==> src/rtl/dial_solver.sv <==
`default_nettype none
// ============================================================================
// Module      : dial_solver
// Description : Rotation-stream dial puzzle solver. Accepts rotation words
//               over valid/ready, removes whole laps one per cycle, then
//               applies the remainder. Counts rotations ending on 0 (part1)
//               and every click landing on 0 (part2).
// Revision    : 1.0 - initial release
// ============================================================================
module dial_solver #(
  parameter int DATA_W    = 16,
  parameter int DIAL_SIZE = 100,
  parameter int START_POS = 50,
  parameter int CNT_W     = 32
) (
  input  logic              clk,
  input  logic              rst_n,
  input  logic              init_i,
  input  logic [DATA_W-1:0] total_num_turns_i,
  input  logic [DATA_W-1:0] data_i,
  input  logic              valid_i,
  output logic              ready_o,
  output logic [CNT_W-1:0]  part1_o,
  output logic [CNT_W-1:0]  part2_o,
  output logic              done_o
);

  localparam logic [2:0] c_IDLE   = 3'd0;
  localparam logic [2:0] c_RUN    = 3'd1;
  localparam logic [2:0] c_REDUCE = 3'd2;
  localparam logic [2:0] c_APPLY  = 3'd3;
  localparam logic [2:0] c_DONE   = 3'd4;

  localparam logic [DATA_W-1:0] c_DIAL    = DATA_W'(DIAL_SIZE);
  localparam logic [DATA_W-1:0] c_START   = DATA_W'(START_POS);
  localparam logic [CNT_W-1:0]  c_CNT_ONE = CNT_W'(1);

  logic [2:0]        r_state;
  logic              r_ready;
  logic              r_done;
  logic [CNT_W-1:0]  r_part1;
  logic [CNT_W-1:0]  r_part2;
  logic [CNT_W-1:0]  r_turns;
  logic [DATA_W-1:0] r_pos;
  logic [DATA_W-1:0] r_rem;
  logic              r_dir;

  logic [DATA_W-1:0] w_sum;
  logic [DATA_W-1:0] w_next_pos;
  logic              w_click;
  logic              w_hit_zero;
  logic [CNT_W-1:0]  w_turns_next;
  logic [CNT_W-1:0]  w_total_ext;
  logic              w_last;

  assign ready_o = r_ready;
  assign done_o  = r_done;
  assign part1_o = r_part1;
  assign part2_o = r_part2;

  // Final sub-lap move: next position and whether a click lands on 0.
  // Leaving 0 to the left never lands on 0 because rem < DIAL_SIZE here.
  always_comb begin
    w_sum      = r_pos + r_rem;
    w_next_pos = r_pos;
    w_click    = 1'b0;
    if (!r_dir) begin
      if (w_sum >= c_DIAL) begin
        w_next_pos = w_sum - c_DIAL;
        w_click    = 1'b1;
      end else begin
        w_next_pos = w_sum;
      end
    end else if (r_rem == '0) begin
      w_next_pos = r_pos;
    end else if (r_pos == '0) begin
      w_next_pos = c_DIAL - r_rem;
    end else if (r_rem >= r_pos) begin
      w_click    = 1'b1;
      w_next_pos = (r_rem == r_pos) ? '0 : (r_pos + c_DIAL - r_rem);
    end else begin
      w_next_pos = r_pos - r_rem;
    end
    w_hit_zero = (w_next_pos == '0);
  end

  // Turn bookkeeping for the end-of-APPLY done decision.
  always_comb begin
    w_turns_next = r_turns + c_CNT_ONE;
    w_total_ext  = CNT_W'(total_num_turns_i);
    w_last       = (w_turns_next == w_total_ext);
  end

  // Control FSM and datapath; init_i overrides every state and any transfer.
  always_ff @(posedge clk or negedge rst_n) begin
    if (!rst_n) begin
      r_state <= c_IDLE;
      r_ready <= 1'b0;
      r_done  <= 1'b0;
      r_part1 <= '0;
      r_part2 <= '0;
      r_turns <= '0;
      r_pos   <= c_START;
      r_rem   <= '0;
      r_dir   <= 1'b0;
    end else if (init_i) begin
      r_state <= c_RUN;
      r_ready <= 1'b1;
      r_done  <= 1'b0;
      r_part1 <= '0;
      r_part2 <= '0;
      r_turns <= '0;
      r_pos   <= c_START;
    end else begin
      case (r_state)
        c_IDLE: begin
          r_ready <= 1'b0;
        end
        c_RUN: begin
          if (valid_i && r_ready) begin
            r_dir   <= data_i[DATA_W-1];
            r_rem   <= {1'b0, data_i[DATA_W-2:0]};
            r_ready <= 1'b0;
            r_state <= c_REDUCE;
          end
        end
        c_REDUCE: begin
          if (r_rem >= c_DIAL) begin
            r_rem   <= r_rem - c_DIAL;
            r_part2 <= r_part2 + c_CNT_ONE;
          end else begin
            r_state <= c_APPLY;
          end
        end
        c_APPLY: begin
          r_pos   <= w_next_pos;
          r_turns <= w_turns_next;
          if (w_click) begin
            r_part2 <= r_part2 + c_CNT_ONE;
          end
          if (w_hit_zero) begin
            r_part1 <= r_part1 + c_CNT_ONE;
          end
          if (w_last) begin
            r_state <= c_DONE;
            r_done  <= 1'b1;
            r_ready <= 1'b0;
          end else begin
            r_state <= c_RUN;
            r_ready <= 1'b1;
          end
        end
        c_DONE: begin
          r_ready <= 1'b0;
          r_done  <= 1'b1;
        end
        default: begin
          r_state <= c_IDLE;
          r_ready <= 1'b0;
          r_done  <= 1'b0;
        end
      endcase
    end
  end

endmodule
`default_nettype wire

==> config.mk <==
export PLATFORM = sky130hd
export DESIGN_NAME = dial_solver
export DESIGN_NICKNAME = d
export VERILOG_FILES = /design/src/rtl/dial_solver.sv
export SDC_FILE = /design/constraint.sdc
export NUM_CORES = 1
export LEC_CHECK = 0
export CORE_ASPECT_RATIO = 0.9
export CORE_MARGIN = 2
export CORE_UTILIZATION = 40
export CTS_CLUSTER_SIZE = 28
export DETAILED_ROUTE_END_ITERATION = 10
export HOLD_SLACK_MARGIN = 0.08
export SLEW_MARGIN = 0
export SYNTH_ARGS = -nofsm -noshare
export SYNTH_HDL_FRONTEND = slang
export SYNTH_SLANG_ARGS = --single-unit
export TNS_END_PERCENT = 50
==> constraint.sdc <==
create_clock -name clk -period 11.17 [get_ports clk]
set_clock_uncertainty 0.05 [all_clocks]
set_input_delay 1.117 -clock clk [delete_from_list [all_inputs] [get_ports clk]]
set_output_delay 1.117 -clock clk [all_outputs]
set_load 0.005 [all_outputs]
== Word-level counts from Yosys, hierarchy flattened ==
Index checks and enable logic that the tools add are counted.

* Register bits: 134
* Input port bits: 36
* Output and inout bits: 66

* $add $sub $neg: 10
* Order comparisons: 3
* Equality and inequality tests: 16
* Mux-type cells: 37
* Bitwise gates (word level): 1
* Reductions and logical operators: 18

{| class="wikitable"
|+ Operators by type and width
! kind !! number
|-
| two-way mux 32 bit || 8
|-
| two-way mux 16 bit || 10
|-
| adder 32 x 1 -> 32 bit (second input constant) || 3
|-
| case mux 32 bit (2 select lines) || 1
|-
| zero test 16 bit || 3
|-
| == test 32 x 16 -> 1 bit || 1
|-
| greater-or-equal comparator 16 x 7 -> 1 bit (second input constant) || 2
|-
| case mux 16 bit (2 select lines) || 1
|-
| subtractor 16 bit || 2
|-
| subtractor 16 x 7 -> 16 bit (second input constant) || 2
|-
| adder 16 bit || 1
|-
| adder 16 x 7 -> 16 bit (second input constant) || 1
|-
| == test 16 bit || 1
|-
| greater-or-equal comparator 16 bit || 1
|-
| subtractor 7 x 16 -> 16 bit (first input constant) || 1
|-
| inequality test 3 bit (second input constant) || 5
|-
| two-way mux 3 bit || 4
|-
| case mux 3 bit (4 select lines) || 1
|-
| two-way mux 1 bit || 10
|-
| AND reduction 3 bit || 3
|-
| == test 3 x 2 -> 1 bit (second input constant) || 2
|-
| inequality test 2 bit (second input constant) || 3
|-
| case mux 1 bit (3 select lines) || 2
|-
| AND reduction 2 bit || 3
|-
| other kinds (11) || 14
|}

== Logic depth before layout (Yosys ltp) ==
Gate-level depths: netlist of run 1.

* Depth after elaboration: 11
* Depth in mapped cells: 17
* Depth with buffers taken out: 16

== Worst setup path before layout of run 1 ==
OpenSTA, ideal clock, no wires.

* Kind: register to register
* Start point: register r_rem[7]
* End point: register r_part1[10], in the netlist part1_o[10]
* Arrival time: 4,023 ps
* Data required time: 10,992 ps
* Setup slack: 6,969 ps
* Cell stages (with the launch flop): 17
* Buffers on the path: 3
* Period minus slack after synthesis: 4,201 ps
* Path through: dfrtp_1 > clkbuf_1 > inv_1 > ha_1 > buf_2 > nor2_1 > nor4_1 > a21o_1 > a311oi_1 > o311a_2 > nor3b_4 > nand2_4 > a211oi_1 > nand4_2 > buf_6 > nor4_2 > mux2_1

* Cells in the longest elaborated chain, start to end: 9
* Elaborated cells on any way between the ends: 18
* Classes of those cells: 5 x add/sub; 2 x order compare; 1 x eq/ne; 6 x mux; 4 x reduce/logical

{| class="wikitable"
|+ RTL lines
! element !! line !! text
|-
| start: declaration || 45 || <nowiki>logic [DATA_W-1:0] r_rem;</nowiki>
|-
| start signal: assignment || 122 || <nowiki>r_rem <= {1'b0, data_i[DATA_W-2:0]};</nowiki>
|-
| start signal: assignment || 129 || <nowiki>r_rem <= r_rem - c_DIAL;</nowiki>
|-
| branches (longest 5 deep; another with adder 16 bit) || -- ||
|-
| two-way mux 16 bit * || 67 || <nowiki>if (!r_dir) begin</nowiki>
|-
| zero test 16 bit * || 84 || <nowiki>w_hit_zero = (w_next_pos == '0);</nowiki>
|-
| nonzero test 2 bit (no line) * || -- ||
|-
| AND reduction 2 bit (no line) * || -- ||
|-
| end signal: assignment || 142 || <nowiki>r_part1 <= r_part1 + c_CNT_ONE;</nowiki>
|-
| end: declaration || 41 || <nowiki>logic [CNT_W-1:0] r_part1;</nowiki>
|}

Every way passes the cells marked *.
A chain may end at the register's enable or synchronous reset.

== Worst setup path in the final report of run 1 ==
* Start point: register r_rem[4]
* End point: register r_part1[0], in the netlist part1_o[0]

The elaborated chain is that of the path after synthesis.

==> results of run 1 <==
worst max-delay path, cell delays in order, from the launching register on:
cell and delay, ns:
dfrtp_1 0.49, inv_1 0.21, ha_1 0.62, inv_2 0.11, a221o_1 0.40, o2111a_1 0.27
nor3_2 0.45, o311a_2 0.31, nand4_1 0.23, or3_1 0.43, o2111ai_1 0.16, nand3_2 0.81
nor4_2 0.61, mux2_1 0.37
area by class of cell:
class | instances | area [um2]
Fill cell | 2883 | 15800
Multi-Input combinational cell | 1240 | 8410
Sequential cell | 134 | 3360
Timing Repair Buffer | 118 | 1140
Tap cell | 403 | 504
Clock buffer | 17 | 425
Inverter | 71 | 267
Clock inverter | 15 | 156
Antenna cell | 1 | 2.50
flip-flops by register name, summed over array words and instances, names as in the netlist:
signal	flops
part1_o	32
part2_o	32
r_turns	32
r_pos	16
r_rem	16
r_state	3
done_o	1
r_dir	1
ready_o	1
power by group through the flow:
stage | Combinational (mW) | Sequential, mW | Clock (mW)
after floorplan | 2.16 | 0.632 | 0
after global placement | 2.91 | 0.688 | 0
after detailed placement | 2.88 | 0.690 | 0
after CTS | 2.90 | 0.681 | 0.577
after global routing | 3.20 | 0.696 | 0.597
final | 2.96 | 0.687 | 0.561
Yosys cell counts, drive strengths merged (13+ instances only):
library cell,count,area [um2]
xor2,33,289
a21oi,85,425
and3,24,150
inv,71,267
o21ai,74,370
a211oi,24,180
fa,13,260
and2,17,106
xnor2,85,752
a31oi,18,113
nand3,65,325
ha,55,688
nor4,66,607
buf,24,143
mux2,33,372
dfrtp,131,3280
nor2b,50,313
nand2,103,394
nand4,39,256
nor2,188,706
nor3,50,255
or3,27,169
clkbuf,62,233
how the worst min path moves through the flow:
stage,start,to,slack [ns],cells after the start
floorplan,r_pos[4],r_pos[4],0.47,2
global placement,part2_o[31],part2_o[31],0.49,2
detailed placement,part2_o[31],part2_o[31],0.49,2
CTS,part2_o[31],part2_o[31],0.51,2
global route,r_turns[1],r_turns[1],0.52,2
finish,part2_o[31],part2_o[31],0.50,2
logic make-up after synthesis:
kind of cell | synth area share
AOI/OAI and AO/OA | 0.177
xor gates and xnor gates | 0.0844
adders and majority gates | 0.0769
buffers and inverters | 0.0520
DFF | 0.272
muxes | 0.0366
and+or+nand+nor | 0.301
through the flow:
step / utilization / instances / cell area (um2)
after floorplan: - / 1531 / 12300
after global placement: 0.454 / 1966 / 13700
after detailed placement: 0.454 / 1966 / 13700
after CTS: 0.474 / 1998 / 14300
after global routing: 0.474 / 1998 / 14300
final: 0.474 / 1999 / 14300
routing by layer:
| metal | track usage | share of wire | vias to the layer above |
|---|---|---|---|
| met2 | 0.358 | 0.44 | 367 |
| met4 | 0.0571 | 0.015 | 2 |
| met1 | 0.338 | 0.48 | 5720 |
| met3 | 0.0466 | 0.061 | 36 |
| met5 | 0 | 0.00034 | - |
| li1 | - | - | 5658 |
==> results_dict.tcl, run 1 <==
set metrics [dict create \
    p_comb_frac 0.703 \
    r2r_slack_ns 5.49 \
    hold_path_class "flop to flop" \
    first_global_vias 10970 \
    criticalPathCategory "flop to flop" \
    portBuffers 101 \
    worstPathMaxFanout 31 \
    hold_viol 0 \
    synth_warnings 0 \
    ys.flop_type "dfrtp_1" \
    fin_total_pwr_mw 4.21 \
    grt_max_degree 82 \
    fin_hold_ws_ns 0.505 \
    worst_pin_slew_ns 1.18 \
    cellLeakagePower_nw 5.56 \
    tritoncts "built" \
    synthCells 1531 \
    synth_edf_count 0 \
    cts_hold_buf 0 \
    worstPathArrival_ns 5.93 \
    clk_latency_ns 0.43 \
    num_rows 60 \
    yosysSeqAreaShare 0.272 \
    grt_usage 0.234 \
    grt_overflow 0 \
    post_cts_resize_count 0 \
    power_switching_mw 2.35 \
    post-route-period-util 0.509 \
    netlist_area_mm2 0.0123 \
    post_cts_buffers 0 \
    switching_share 0.558 \
    crit_required_ns 11.42 \
    ys_ff_latch 134 \
    final_nets 1686 \
    drt_iter0_drc 921 \
    cts-buffers-inserted 17 \
    place_congestion 0.962 \
    async_reset_ff_frac 1.00 \
    dp_hpwl_um 28000 \
    clock_tree.root_cell "clkbuf_16" \
    power.internal_mw 1.86 \
    dieHeight_um 171 \
    htreeDepth 4 \
    setup_slack_ns 5.49 \
    postRouteAntennaNets 0 \
    vdd_ir_drop_max_uv 220 \
    reg2reg_from "r_rem[4]" \
    final_common_cell "nor2_1" \
    cp-startpoint "r_rem[4]" \
    avgSynthCellArea_um2 8.06 \
    viasPerCell 5.89 \
    crit_end "part1_o[0]" \
    drive_gt1_frac 0.0740 \
    core_area_mm2 0.0301 \
    drt_wl_total_um 38200 \
    ys_types 89 \
    p_clk_frac 0.133 \
    clkTransAtPathRegs_ns 0.07 \
    setup_viol 0 \
    drc 0 \
    drtPass1Iterations 7 \
    slew_headroom 0.208 \
    seq_power_share 0.163 \
    area_growth_pct 15.5 \
    startpoint_type "flop" \
    max_freq_mhz 176 \
    synth_fp_nets 1635 \
    clock-sinks 134 \
    wl_per_cell_um 19.1 \
    start_util 0.410 \
    mostFrequentLayoutCells "nor2_1, dfrtp_1, nand2_1" \
    place_ws_ns 5.55 \
    slew_violations 0 \
    fp.dieW_um 189 \
    worst_setup_path_end_kind "flop" \
    clock_path_buffers 2 \
    antenna_found_initial 1 \
    num_vias 11783 \
    r2r_end "part1_o[0]" \
    rsz0062_at_grt "no" \
    num_io_pins 102 \
    tns_ns 0 \
    grt_pass1_wl_um 60200 \
    status "completed" \
    finalCriticalPeriod_ns 5.68 \
    cap_violations 0 \
    power.density_mw_per_mm2 295 \
    dieArea_mm2 0.0323 \
    ff2ff_path_depth 13 \
]
No activity file was read; power rests on OpenSTA's default activity.
==> run 2, diff against run 1 <==
- clock period: 11.17 -> 4.95 ns (I/O delays scaled with it)
==> run 2 against run 1 <==
- highest routed layer unchanged
- sequential share of layout area is 1.1 points lower
- critical path depth is 1 higher
- power grew to 2.6 times the previous value
- routed wire length is 6.1% higher
- combinational power grew to 2.7 times the previous value
==> results_dict.tcl, run 2 (same netlist as run 1, synthesis figures left out) <==
set metrics [dict create \
    path_cells "ha_1, nor2_1, a221o_1, o2111a_1, nor3_2, buf_4, o311a_1, and2b_1, a211oi_1, a311oi_2, nand4_2, buf_12, nor4_2, mux2_1" \
    grt_pass1_wl_um 63900 \
    hold_path_class "input pin to asynchronous set/reset pin" \
    setup_viol 0 \
    use_met1 0.360 \
    p_comb_frac 0.737 \
    drc 0 \
    seq_power_share 0.132 \
    clk_latency_ns 0.43 \
    tritoncts "built" \
    fin_total_pwr_mw 10.8 \
    grt_usage 0.250 \
    dp_hpwl_um 30300 \
    diodes 0 \
    first_global_vias 11391 \
    power.density_mw_per_mm2 719 \
    worst_pin_slew_ns 1.10 \
    tns_ns 0 \
    vdd_ir_drop_max_uv 450 \
    use_met2 0.384 \
    slew_headroom 0.258 \
    fillCellCount 2932 \
    postRouteAntennaNets 0 \
    hold_viol 0 \
    p_clk_frac 0.130 \
    drive_gt1_frac 0.116 \
    switching_share 0.522 \
    grt.busiest_layer "met2" \
    grt_use_met3 0.0427 \
    fp.dieW_um 189 \
    area_growth_pct 21.2 \
    htreeDepth 4 \
    startpoint_type "flop" \
    worstPathMaxFanout 31 \
    dieArea_mm2 0.0323 \
    place_congestion 1.05 \
    worstPathArrival_ns 4.99 \
    clock_path_buffers 2 \
    crit_path_top_delay_cell "dfstp_2" \
    cap_violations 0 \
    slew_violations 0 \
    antenna_found_initial 3 \
    clock_tree.root_cell "clkbuf_16" \
    power_switching_mw 5.61 \
    slowest_delay_ns 0.60 \
    power.internal_mw 5.14 \
    drt_iter0_drc 1182 \
    max_freq_mhz 211 \
    viasPerCell 5.90 \
    portBuffers 101 \
    criticalPathCategory "flop to flop" \
    post-route-period-util 0.958 \
    fin_hold_ws_ns 0.123 \
    clkTransAtPathRegs_ns 0.06 \
    mostFrequentLayoutCells "nor2_1, dfrtp_1, nand2_1" \
    crit_required_ns 5.20 \
    core_area_mm2 0.0301 \
    num_rows 60 \
    wl_per_cell_um 19.6 \
    clock-sinks 134 \
    cellLeakagePower_nw 5.96 \
    grt_overflow 0 \
    worst_setup_path_end_kind "flop" \
    dieHeight_um 171 \
    start_util 0.410 \
    drt_wl_total_um 40500 \
    cts-buffers-inserted 17 \
    grt_max_degree 100 \
    status "completed" \
    final_common_cell "nor2_1" \
    r2r_slack_ns 0.21 \
    finalCriticalPeriod_ns 4.74 \
    num_vias 12186 \
    drtPass1Iterations 5 \
    num_io_pins 102 \
    final_nets 1754 \
]
run 2: layout make-up:
type / count / area [um2] / area share
multi-input cells: 1240 / 8460 / 0.565
well taps: 403 / 504 / 0.0337
clock inverters: 10 / 169 / 0.0113
inverters: 71 / 267 / 0.0178
flip-flops and latches: 134 / 3360 / 0.224
repair buffers: 186 / 1720 / 0.115
clock buffers: 21 / 480 / 0.0321
run 2: worst paths after layout:
kind	startpoint	depth (start not counted)	end
max in group asynchronous	rst_n	2	r_pos[5]
hold reg to reg	part2_o[31]	2	part2_o[31]
min in group clk	part2_o[31]	2	part2_o[31]
hold / removal	rst_n	1	r_turns[30]
setup reg to reg	r_pos[4]	14	part1_o[0]
setup / recovery	r_pos[4]	14	part1_o[0]
run 2: critical path: cells and delay by family (launching register included):
kind	cells	cell delay, ns
flops	1	0.60
simple gates	5	1.32
buf+inv	2	0.46
compound gates	5	1.38
fa+ha+maj	1	0.45
mux	1	0.35
run 2: power groups by stage:
stage	clock network [mW]	registers [mW]	logic, mW
final	1.40	1.42	7.93
after global routing	1.47	1.44	8.48
after CTS	1.42	1.42	7.69
after detailed placement	0	1.44	7.61
after global placement	0	1.43	7.67
after floorplan	0	1.43	4.87
run 2: metrics by stage:
stage	worst slack [ns]	util	area, um2	cells
after floorplan	0.749	-	12300	1531
after global placement	0.00319	0.473	14300	2033
after detailed placement	-0.0859	0.473	14300	2033
after CTS	0.138	0.495	14900	2064
after global routing	-0.00749	0.497	15000	2065
final	0.209	0.497	15000	2065
run 2: repair_timing:
item / in CTS / in global routing
hold buffers: 0 / 0
pin swaps: 0 / 1
buffers inserted: 0 / 1
resized for setup: 2 / 8
setup endpoints to repair: 32 / 32
run 2: per-layer routing:
metal	up-vias	part of all wire
met5	-	0.00074
li1	5775	-
met2	405	0.44
met1	5942	0.47
met4	4	0.020
met3	60	0.069
==> run 3, diff against run 2 <==
- SLEW_MARGIN: 0 -> not set
==> results of run 3 <==
The final DEF is identical to that of run 2; final timing and power are the same.
==> RTL change (config.mk and constraints of run 2) <==
Set the parameter `CNT_W` to 48 (it was 32).
--- a/src/rtl/dial_solver.sv
+++ b/src/rtl/dial_solver.sv
@@ -12,5 +12,5 @@
   parameter int DIAL_SIZE = 100,
   parameter int START_POS = 50,
-  parameter int CNT_W     = 32
+  parameter int CNT_W     = 48
 ) (
   input  logic              clk,
Interface: changed (resized part1_o and part2_o); port bits go from 102 to 134. The function was not compared with the original's and may differ.
==> RTL change against run 2 <==
The run now ends with negative setup slack left; synthesized cell count grew 15%; via count grew 20%; first-iteration DRC count grew 4.1%; global-route usage grew 1.0 points; sequential cell count grew 48; power shrank 32%; routed wire length grew 21%; final cell count grew 22%; maximum frequency shrank 7.0%; final area grew 24%; synthesized area grew 15%; worst setup slack lost 360 ps; sequential share of layout area grew 2.0 points.
==> RTL change: results (changes against run 2) <==
* GRT Util Overall at 26.0% (+1.0 points)
* IO Port Bufs at 133 (+32%)
* Gpl congestion at 0.941 (-11%)
* Logic gate share of total power at 58.8% (-15 points)
* Status: finished, violations left
* Post-Route WL at 49,000 um (+21%)
* Met2 Use GR at 40.1% (+1.7 points)
* Fill cell count at 3,308 (+13%)
* Cell count after synthesis at 1,761 (+15%)
* Worst EP arrival at 5350 ps (+360 ps)
* Lkg Pwr at 7.51 nW (+26%)
* Final Worst Setup Slack at -149 ps (-358 ps)
* CP max stage cell: or4_4
* Sequential-to-total area share from yosys stat at 32.0% (+4.8 points)
* Mapped Nets at 1,865 (+14%)
* Endpoints failing setup at 29 (+29)
* Global-route wire length before repair at 76,100 um (+19%)
* Clk Latency, worst-skew pair at 470 ps (+40 ps)
* Ranking of synthesized cells by area: dfrtp_1 (31%), xor2_1 (5.5%), nor2_1 (5.1%)
* Relative slew margins at 30.7% (+4.9 points)
* Clk network pwr share at 18.9% (+5.9 points)
* TNS Setup at -1970 ps (-1970 ps)
* Largest stage delay on the critical path at 640 ps (+40 ps)
* Nets at 2,139 (+22%)
* DP HPWL at 35,200 um (+16%)
* Initial antenna violation count at 0 (-3)
* Failing checks: negative setup slack
* Synth unique cells at 80 (-10%)
* Post-placement setup slack at -165 ps (-78.8 ps)
-- RTL change: layer usage --
metal / vias up / routed length (um)
met4: 0 / 1390
met1: 7068 / 22800
li1: 6911 / -
met2: 529 / 21800
met5: - / 0
met3: 88 / 2950
-- RTL change: cell type report --
class                   instances  area (um2)  share of cell area (%)
multi-input cells            1401        9460                    50.8
flip-flops and latches        182        4560                    24.5
inverters                      81         304                    1.63
well taps                     469         587                    3.15
repair buffers                352        3150                    16.9
clock buffers                  20         457                    2.45
clock inverters                12         113                   0.605
-- RTL change: path summary, 6_finish.rpt --
check / cells past startpoint / endpoint / slack (ps) / start
max: 16 / part1_o[45] / -150 / r_pos[1]
min: 1 / r_rem[1] / 40 / rst_n
max reg2reg: 16 / part1_o[45] / -150 / r_pos[1]
min reg2reg: 2 / part2_o[47] / 500 / part2_o[47]
max in group asynchronous: 2 / part2_o[20] / 3700 / rst_n
min in group clk: 2 / part2_o[11] / 440 / init_i
-- RTL change: worst register-to-register path: stages, from the launching register on --
cell       delay, ps
dfstp_2          590
buf_4            130
fa_1             180
nand2b_1         130
a2111oi_4        330
buf_4            180
o2111a_2         250
nor2_1            80
a2111o_1         500
a21o_4           270
o211ai_2         140
o211ai_1         120
or4b_1           580
or4_4            640
clkbuf_16        210
o41ai_1          450
a21oi_1          120
-- RTL change: cell families (layout without fill, tap and decap cells) --
family	after synthesis	in the layout	synth area share (%)
adder cells (fa/ha/maj)	68	68	6.65
XOR/XNOR	168	168	10.3
flip-flops	182	182	32.0
AO/OA/AOI/OAI	414	414	19.1
multiplexers	8	8	0.571
buffers and inverters	178	465	4.87
AND/OR/NAND/NOR	743	743	26.5
